File: config.mk
export PLATFORM = sky130hd
export DESIGN_NAME = sequence_detector
export DESIGN_NICKNAME = d
export VERILOG_FILES = /design/src/rtl/sequence_detector.sv
export SDC_FILE = /design/constraint.sdc
export NUM_CORES = 1
export LEC_CHECK = 0
export CORE_MARGIN = 10
export CORE_UTILIZATION = 50
export DETAILED_ROUTE_END_ITERATION = 7
export PLACE_DENSITY = 0.81
export RECOVER_POWER = 100
export REMOVE_ABC_BUFFERS = 1
export SYNTH_ARGS = -nofsm -noshare
export SYNTH_HDL_FRONTEND = slang
export SYNTH_SLANG_ARGS = --single-unit
File: constraint.sdc
create_clock -name clock -period 7.05 [get_ports clock]
set_input_delay 1.41 -clock clock [delete_from_list [all_inputs] [get_ports clock]]
set_output_delay 1.41 -clock clock [all_outputs]
set_load 0.005 [all_outputs]
File: src/rtl/sequence_detector.sv
// sequence_detector: samples a 3-bit symbol once per SAMPLE_DIV clocks and pulses on the
// 8-symbol pattern 001,101,110,000,110,110,011,101. Optional match counter: SEQ_DET_MATCH_COUNT_EN.
//
//   state | meaning
//   S0    | no pattern symbols matched
//   S1-S6 | first k pattern symbols matched
//   S7    | seven matched, waiting for final 101
module sequence_detector #(
    parameter int SAMPLE_DIV   = 10,
    parameter int SAMPLE_PHASE = 5
) (
    input  logic       clock,
    input  logic       reset,
    input  logic [2:0] data,
`ifdef SEQ_DET_MATCH_COUNT_EN
    output logic [7:0] match_count,
`endif
    output logic       sequence_found
);

    localparam int          CW      = (SAMPLE_DIV > 1) ? $clog2(SAMPLE_DIV) : 1;
    localparam logic [23:0] PATTERN = 24'h370D9D;
    localparam logic [2:0]  SYM_RESTART = 3'b001;

    typedef enum logic [2:0] {S0, S1, S2, S3, S4, S5, S6, S7} state_t;

    logic [CW-1:0] cnt_q, cnt_d;
    state_t        state_q;
    logic          found_q;
    logic          sample_strobe;
    logic [2:0]    expected_sym;

    always_comb begin
        cnt_d = cnt_q + 1'b1;
        if (cnt_q == CW'(SAMPLE_DIV - 1)) begin
            cnt_d = '0;
        end
    end

    assign sample_strobe = (cnt_q == CW'(SAMPLE_PHASE));

    // First symbol lives in the MSBs, so state k indexes from the top.
    always_comb begin
        expected_sym = PATTERN[23 - 3*int'(state_q) -: 3];
    end

    always_ff @(posedge clock or negedge reset) begin
        if (!reset) begin
            cnt_q <= '0;
        end else begin
            cnt_q <= cnt_d;
        end
    end

    always_ff @(posedge clock or negedge reset) begin
        if (!reset) begin
            state_q <= S0;
            found_q <= 1'b0;
        end else begin
            found_q <= 1'b0;
            if (sample_strobe) begin
                if (data == expected_sym) begin
                    if (state_q == S7) begin
                        state_q <= S0;
                        found_q <= 1'b1;
                    end else begin
                        state_q <= state_t'(state_q + 3'd1);
                    end
                end else if (data == SYM_RESTART) begin
                    // 001 only starts the pattern, so it is the only useful fallback.
                    state_q <= S1;
                end else begin
                    state_q <= S0;
                end
            end
        end
    end

    assign sequence_found = found_q;

`ifdef SEQ_DET_MATCH_COUNT_EN
    logic [7:0] match_count_q;

    always_ff @(posedge clock or negedge reset) begin
        if (!reset) begin
            match_count_q <= 8'd0;
        end else if (sample_strobe && (state_q == S7) && (data == expected_sym)
                     && (match_count_q != 8'hFF)) begin
            match_count_q <= match_count_q + 8'd1;
        end
    end

    assign match_count = match_count_q;
`endif

endmodule

==> results of run 1 <==
## power by group through the flow
stage,clock network (mW),registers [mW],logic [mW]
final,0.0353,0.0531,0.138
after global routing,0.0394,0.0536,0.154
after CTS,0.0370,0.0529,0.140
after detailed placement,0,0.0537,0.139
after global placement,0,0.0535,0.137
after floorplan,0,0.0526,0.115
## cells in the mapped netlist (all sizes together)
cell | instances | share of area [%]
nor2b | 2 | 1.8
or3 | 1 | 0.91
a31oi | 3 | 2.7
a21oi | 4 | 2.9
a32oi | 1 | 1.3
o21ai | 3 | 2.2
nor3b | 1 | 1.1
o31ai | 1 | 1.1
nand3 | 3 | 2.2
dfrtp | 8 | 29
ha | 7 | 13
nand2 | 5 | 2.7
a211oi | 2 | 2.9
mux2 | 2 | 3.3
o32ai | 1 | 1.3
or2 | 1 | 0.91
and2 | 1 | 0.91
xnor2 | 4 | 5.1
o211ai | 1 | 1.8
fa | 1 | 2.9
mux2i | 1 | 1.5
xor2 | 2 | 3.6
and4bb | 1 | 1.8
nor2 | 4 | 2.2
inv | 11 | 6.0
a32o | 1 | 1.5
o41ai | 2 | 2.5
a22o | 1 | 1.3
## how the worst max path moves through the flow
stage                    start         end  slack [ps]  cells past startpoint
floorplan           state_q[0]  state_q[0]        4320                      9
global placement    state_q[1]  state_q[0]        4070                      9
detailed placement  state_q[1]  state_q[0]        4010                      9
CTS                 state_q[1]  state_q[0]        4000                      9
global route        state_q[1]  state_q[0]        3740                      9
finish              state_q[0]  state_q[0]        3960                      9
## state kept, by name, indices dropped and copies added (netlist names)
register	count
state_q	3
sequence_found	1
cnt_q	4
## critical path: stages, from the launching register on
cell      delay, ps
dfrtp_1         460
inv_1           130
ha_1            380
inv_1           100
fa_1            550
or2_2           300
a32oi_1         350
a32o_1          200
o211ai_1        160
o41ai_1         360
## layout make-up
type / count / share of cell area, %
tap: 15 / 2.42
timing repair buffer: 5 / 6.45
sequential: 8 / 25.8
clock buffer: 3 / 2.90
inverter: 11 / 5.32
multi-input combinational: 56 / 57.1
## metrics by stage
stage	util (%)	power, mW	hold WS (ps)	cells
detailed placement	58.3	0.192	511	95
floorplan	-	0.168	470	75
finish	59.6	0.226	521	98
global placement	58.3	0.190	501	95
global route	59.6	0.247	548	98
CTS	60.0	0.229	521	98
## cells in the final DEF, fill, tap and decap left out, types with 4 or more instances in the layout
master / count
a21oi_1: 4
dfrtp_1: 8
ha_1: 7
inv_1: 11
nand2_1: 5
nor2_1: 4
xnor2_1: 4
## per-layer routing
metal | part of all wire [%] | wire length, um
met2 | 45 | 601
met1 | 48 | 640
met5 | 0 | 0
met3 | 3.5 | 46
met4 | 2.9 | 38
## cells by family after synthesis
kind of cell	synth area share, %
buf+inv	5.99
simple gates	14.5
fa+ha+maj	15.6
xor+xnor	8.71
compound gates	21.4
mux	4.72
flops	29.0
==> results.toml, run 1 <==
[status]
status = "finished clean"

[timing]
worstMarginPinSlew_ps = 361
final_max_slew_viol_count = 0
fin_crit_sh_pct = 43.8
slew_headroom_pct = 75.8
skew_ps = 7.54
setup_violations = 0
rsz0062_at_grt = "no"
fmax_mhz = 324
finalHoldViolCount = 0
fin_ws_ps = 3960
setup_tns_ps = 0
period_needed_ps = 3090

[clock_tree]
clock_sinks = 8
holdBufCountCts = 0
cts-root-buf = "clkbuf_4"
cts_buffers = 3
cts_setup_buffers = 0
clock_latency_ps = 260
path_clk_slew_ps = 50
cts_tree = "done"
cts_max_level = 1
cts_resized = 0
cts_buffer_depth = 2

[logic_synthesis]
syn_area_sq_um = 689
synth.avg_cell_area_sq_um = 9.19
synth_cells = 75
synth_seq_area_share_pct = 29.0
ys_ff_latch = 8
ys_types = 30
ys_warn_count = 0

[pwr]
power_frac_comb_pct = 61.0
p_sw_share_pct = 43.7
vdd_drop_max_mv = 0.162
p_per_area_nw_per_um2 = 292
seqPwrFrac_pct = 23.4
p_leak_nw = 0.340
power.share.clock_pct = 15.6
p_int_mw = 0.127
power.switching_mw = 0.0990

[critical_path]
worstRegToRegCells = 9
cp-start-kind = "flop"
end_kind = "flop"
r2r_start = "state_q[0]"
rr_endpoint = "state_q[0]"
crit_required_ps = 7190
arrival_ps = 3230
critical_path_class = "flop to flop"
rrSetupSlack_ps = 3960
crit_fanout = 7

[detailed_routing]
drt_iter0_drc = 9
drc = 0
antenna_left = 0
wl_per_cell_um = 13.5
via_count = 552
first_pass_iters = 4
wirelength_um = 1330
avgViaCountPerCell = 5.63

[grt]
met1_usage_pct = 9.77
gr-total-overflow = 0
first_global_vias = 511
grt_util_all_layers_pct = 8.69
busiest_layer = "met2"
grt_pass1_wl_um = 2240
use_met3_pct = 3.32
grt_use_met2_pct = 13.2
grt_antenna_before_repair = 0
grt_max_degree = 9

[layout]
nNetsFinal = 98
regArea_sq_um = 200
final_cell_area_sq_um = 776
area_delta_synth_final_pct = 12.5
drive_above_1_share_pct = 10.8
multiInputGateArea_sq_um = 443
fillers = 125
n_antenna_cell = 0

[hold_path]
hold_end = "cnt_q[0]"
holdPathStages = 1
hp-start = "cnt_q[0]"
hp-class = "flop to flop"

[floorplanning]
initial_core_util_pct = 53.0
rows = 13
io_pins = 6
design.core.area_sq_um = 1300
dieWidth_um = 57.1
chipHeight_um = 57.1
die_area_sq_um = 3260

[placed_design]
postPlaceCellArea_sq_um = 758
port_buffers = 5
dp_slack_ps = 4010
dp_hpwl_um = 1080
gp_congestion = 0.779

[job]
max_cap_violations = 0
(Power assumes the default switching activity.)
==> run 2, diff against run 1 <==
--- a/config.mk
+++ b/config.mk
@@ -6,9 +6,9 @@
 export NUM_CORES = 1
 export LEC_CHECK = 0
 export CORE_MARGIN = 10
-export CORE_UTILIZATION = 50
+export CORE_UTILIZATION = 49
 export DETAILED_ROUTE_END_ITERATION = 7
-export PLACE_DENSITY = 0.81
+export PLACE_DENSITY = 0.82
 export RECOVER_POWER = 100
 export REMOVE_ABC_BUFFERS = 1
 export SYNTH_ARGS = -nofsm -noshare
==> constraint.sdc (replaced) <==
create_clock -name clock -period 2.6 [get_ports clock]
set_input_delay 0.52 -clock clock [delete_from_list [all_inputs] [get_ports clock]]
set_output_delay 0.52 -clock clock [all_outputs]
set_load 0.005 [all_outputs]
==> run 2 against run 1 <==
Compared with the run above:
- the flow now finishes with violations (setup timing)
- sequential share of layout area decreased by 5.4 points
- critical path type unchanged
- routed wire length increased by 44%
- largest power group unchanged
- utilization increased by 15 points
- clock power increased to 2.6 times the previous value
==> results.toml, run 2 (same netlist as run 1, synthesis figures left out) <==
[timing]
worstMarginPinSlew_ps = 355
period_needed_ps = 2600
fmax_mhz = 385
rsz0062_at_grt = "yes"
skew_ps = 1.11
slew_headroom_pct = 76.3
final_max_slew_viol_count = 0
finalHoldViolCount = 0
fin_ws_ps = -0.377
fin_crit_sh_pct = 100
setup_violations = 1

[grt]
grt_util_all_layers_pct = 10.7
grt_antenna_before_repair = 0
grt_pass1_wl_um = 2750
grt_max_degree = 9
gr-total-overflow = 0
first_global_vias = 608

[job]
max_cap_violations = 0

[critical_path]
critical_path_class = "flop to flop"
slowest_delay_ps = 570
rrSetupSlack_ps = -0.4
rr_endpoint = "state_q[0]"
worstRegToRegCells = 10
crit_chain = "inv_2, ha_4, inv_2, fa_2, buf_6, nor2b_4, a31oi_2, a211oi_2, o211ai_2, o41ai_2"
critical_path.top_delay_family = "compound AO/OA/AOI/OAI gates"
crit_required_ps = 2740
arrival_ps = 2740
crit_path_start = "state_q[0]"
crit_fanout = 4
crit_buf_inv = 3
end_kind = "flop"
endpoint = "state_q[0]"
crit_top_cell = "inv_2"
r2r_start = "state_q[0]"
cpMaxStageDelayCell = "fa_2"
cp-start-kind = "flop"
crit_cells = 10

[status]
status = "finished with violations"
violations = "setup timing"

[hold_path]
hp-class = "flop to flop"
hp-start = "cnt_q[0]"

[pwr]
seqPwrFrac_pct = 15.1
vdd_drop_max_mv = 0.572
power_frac_comb_pct = 74.7
p_sw_share_pct = 42.5
power.switching_mw = 0.384
power.share.clock_pct = 10.2
p_leak_nw = 0.435
p_int_mw = 0.519
p_per_area_nw_per_um2 = 920

[layout]
layout_common_cells = "buf_4 (11), dfrtp_1 (8), inv_1 (7)"
final_common_cell = "buf_4"
fillers = 80
area_delta_synth_final_pct = 42.3
nNetsFinal = 110
n_antenna_cell = 0
utilization_pct = 74.5
largest_register_ffs = 4
largest-register = "cnt_q"
drive_above_1_share_pct = 44.2

[floorplanning]
die_area_sq_um = 3310
io_pins = 6
dieWidth_um = 57.5
design.core.area_sq_um = 1320
rows = 13
initial_core_util_pct = 52.3
chipHeight_um = 57.5

[detailed_routing]
drt_iter0_drc = 12
antenna_left = 0
avgViaCountPerCell = 5.82
wl_per_cell_um = 17.4
via_count = 640
drc = 0
wirelength_um = 1910
first_pass_iters = 4

[placed_design]
dp_slack_ps = -109
gp_congestion = 0.869
dp_hpwl_um = 1250
port_buffers = 5

[clock_tree]
cts_buffers = 3
cts_max_level = 1
cts_tree = "done"
path_clk_slew_ps = 50
clock_sinks = 8
cts_buffer_depth = 2
cts-root-buf = "clkbuf_4"
holdBufCountCts = 0
clock_latency_ps = 250
==> run 2: cell count changes in the layout (fill, tap and decap cells not counted), sizes merged <==
cell,delta
buf,+12
==> run 2: layer usage <==
| metal | GRT usage, % | vias to the layer above | share of wire, % |
|---|---|---|---|
| li1 | - | 313 | - |
| met3 | 6.19 | 4 | 5.4 |
| met1 | 10.8 | 306 | 42 |
| met2 | 18.1 | 17 | 51 |
| met4 | 3.36 | 0 | 1.1 |
| met5 | 0 | - | 0 |
==> run 2: power by group through the flow <==
stage | registers (mW) | clock network [mW] | logic [mW]
2_1_floorplan | 0.143 | 0 | 0.313
3_3_place_gp | 0.137 | 0 | 0.451
3_5_place_dp | 0.137 | 0 | 0.461
4_1_cts | 0.135 | 0.0962 | 0.504
5_1_grt | 0.136 | 0.109 | 0.723
6_report | 0.136 | 0.0921 | 0.674
==> run 2: area by class of cell <==
cell class	instances	area (sq um)	share of cell area (%)
flip-flops and latches	8	200	20.4
well taps	15	18.8	1.91
repair buffers	17	144	14.7
inverters	11	41.3	4.21
multi-input cells	56	554	56.5
clock buffers	3	22.5	2.30
==> run 2: worst min path at each step <==
stage / end / depth (start not counted) / slack [ps]
global placement: cnt_q[0] / 1 / 500
floorplan: cnt_q[0] / 0 / 220
detailed placement: cnt_q[2] / 1 / 530
global route: cnt_q[2] / 1 / 570
CTS: cnt_q[0] / 1 / 540
finish: cnt_q[0] / 1 / 520
==> run 2: timing repair <==
| action | 4_1_cts | 5_1_grt |
|---|---|---|
| setup endpoints to repair | 4 | 4 |
| resized for setup | 3 | 21 |
| buffers inserted | 1 | 0 |
| pin swaps | 3 | 7 |
| endpoints found under the hold margin | 0 | 0 |
==> run 2: through the flow <==
step / TNS [ps] / instance area [sq um] / hold WS, ps / power (mW) / instances
floorplan: -330 / 689 / 224 / 0.456 / 75
global placement: -87.4 / 841 / 499 / 0.587 / 106
detailed placement: -174 / 841 / 529 / 0.598 / 106
CTS: -12.7 / 893 / 539 / 0.735 / 110
global route: -354 / 981 / 569 / 0.968 / 110
finish: -0.377 / 981 / 523 / 0.902 / 110
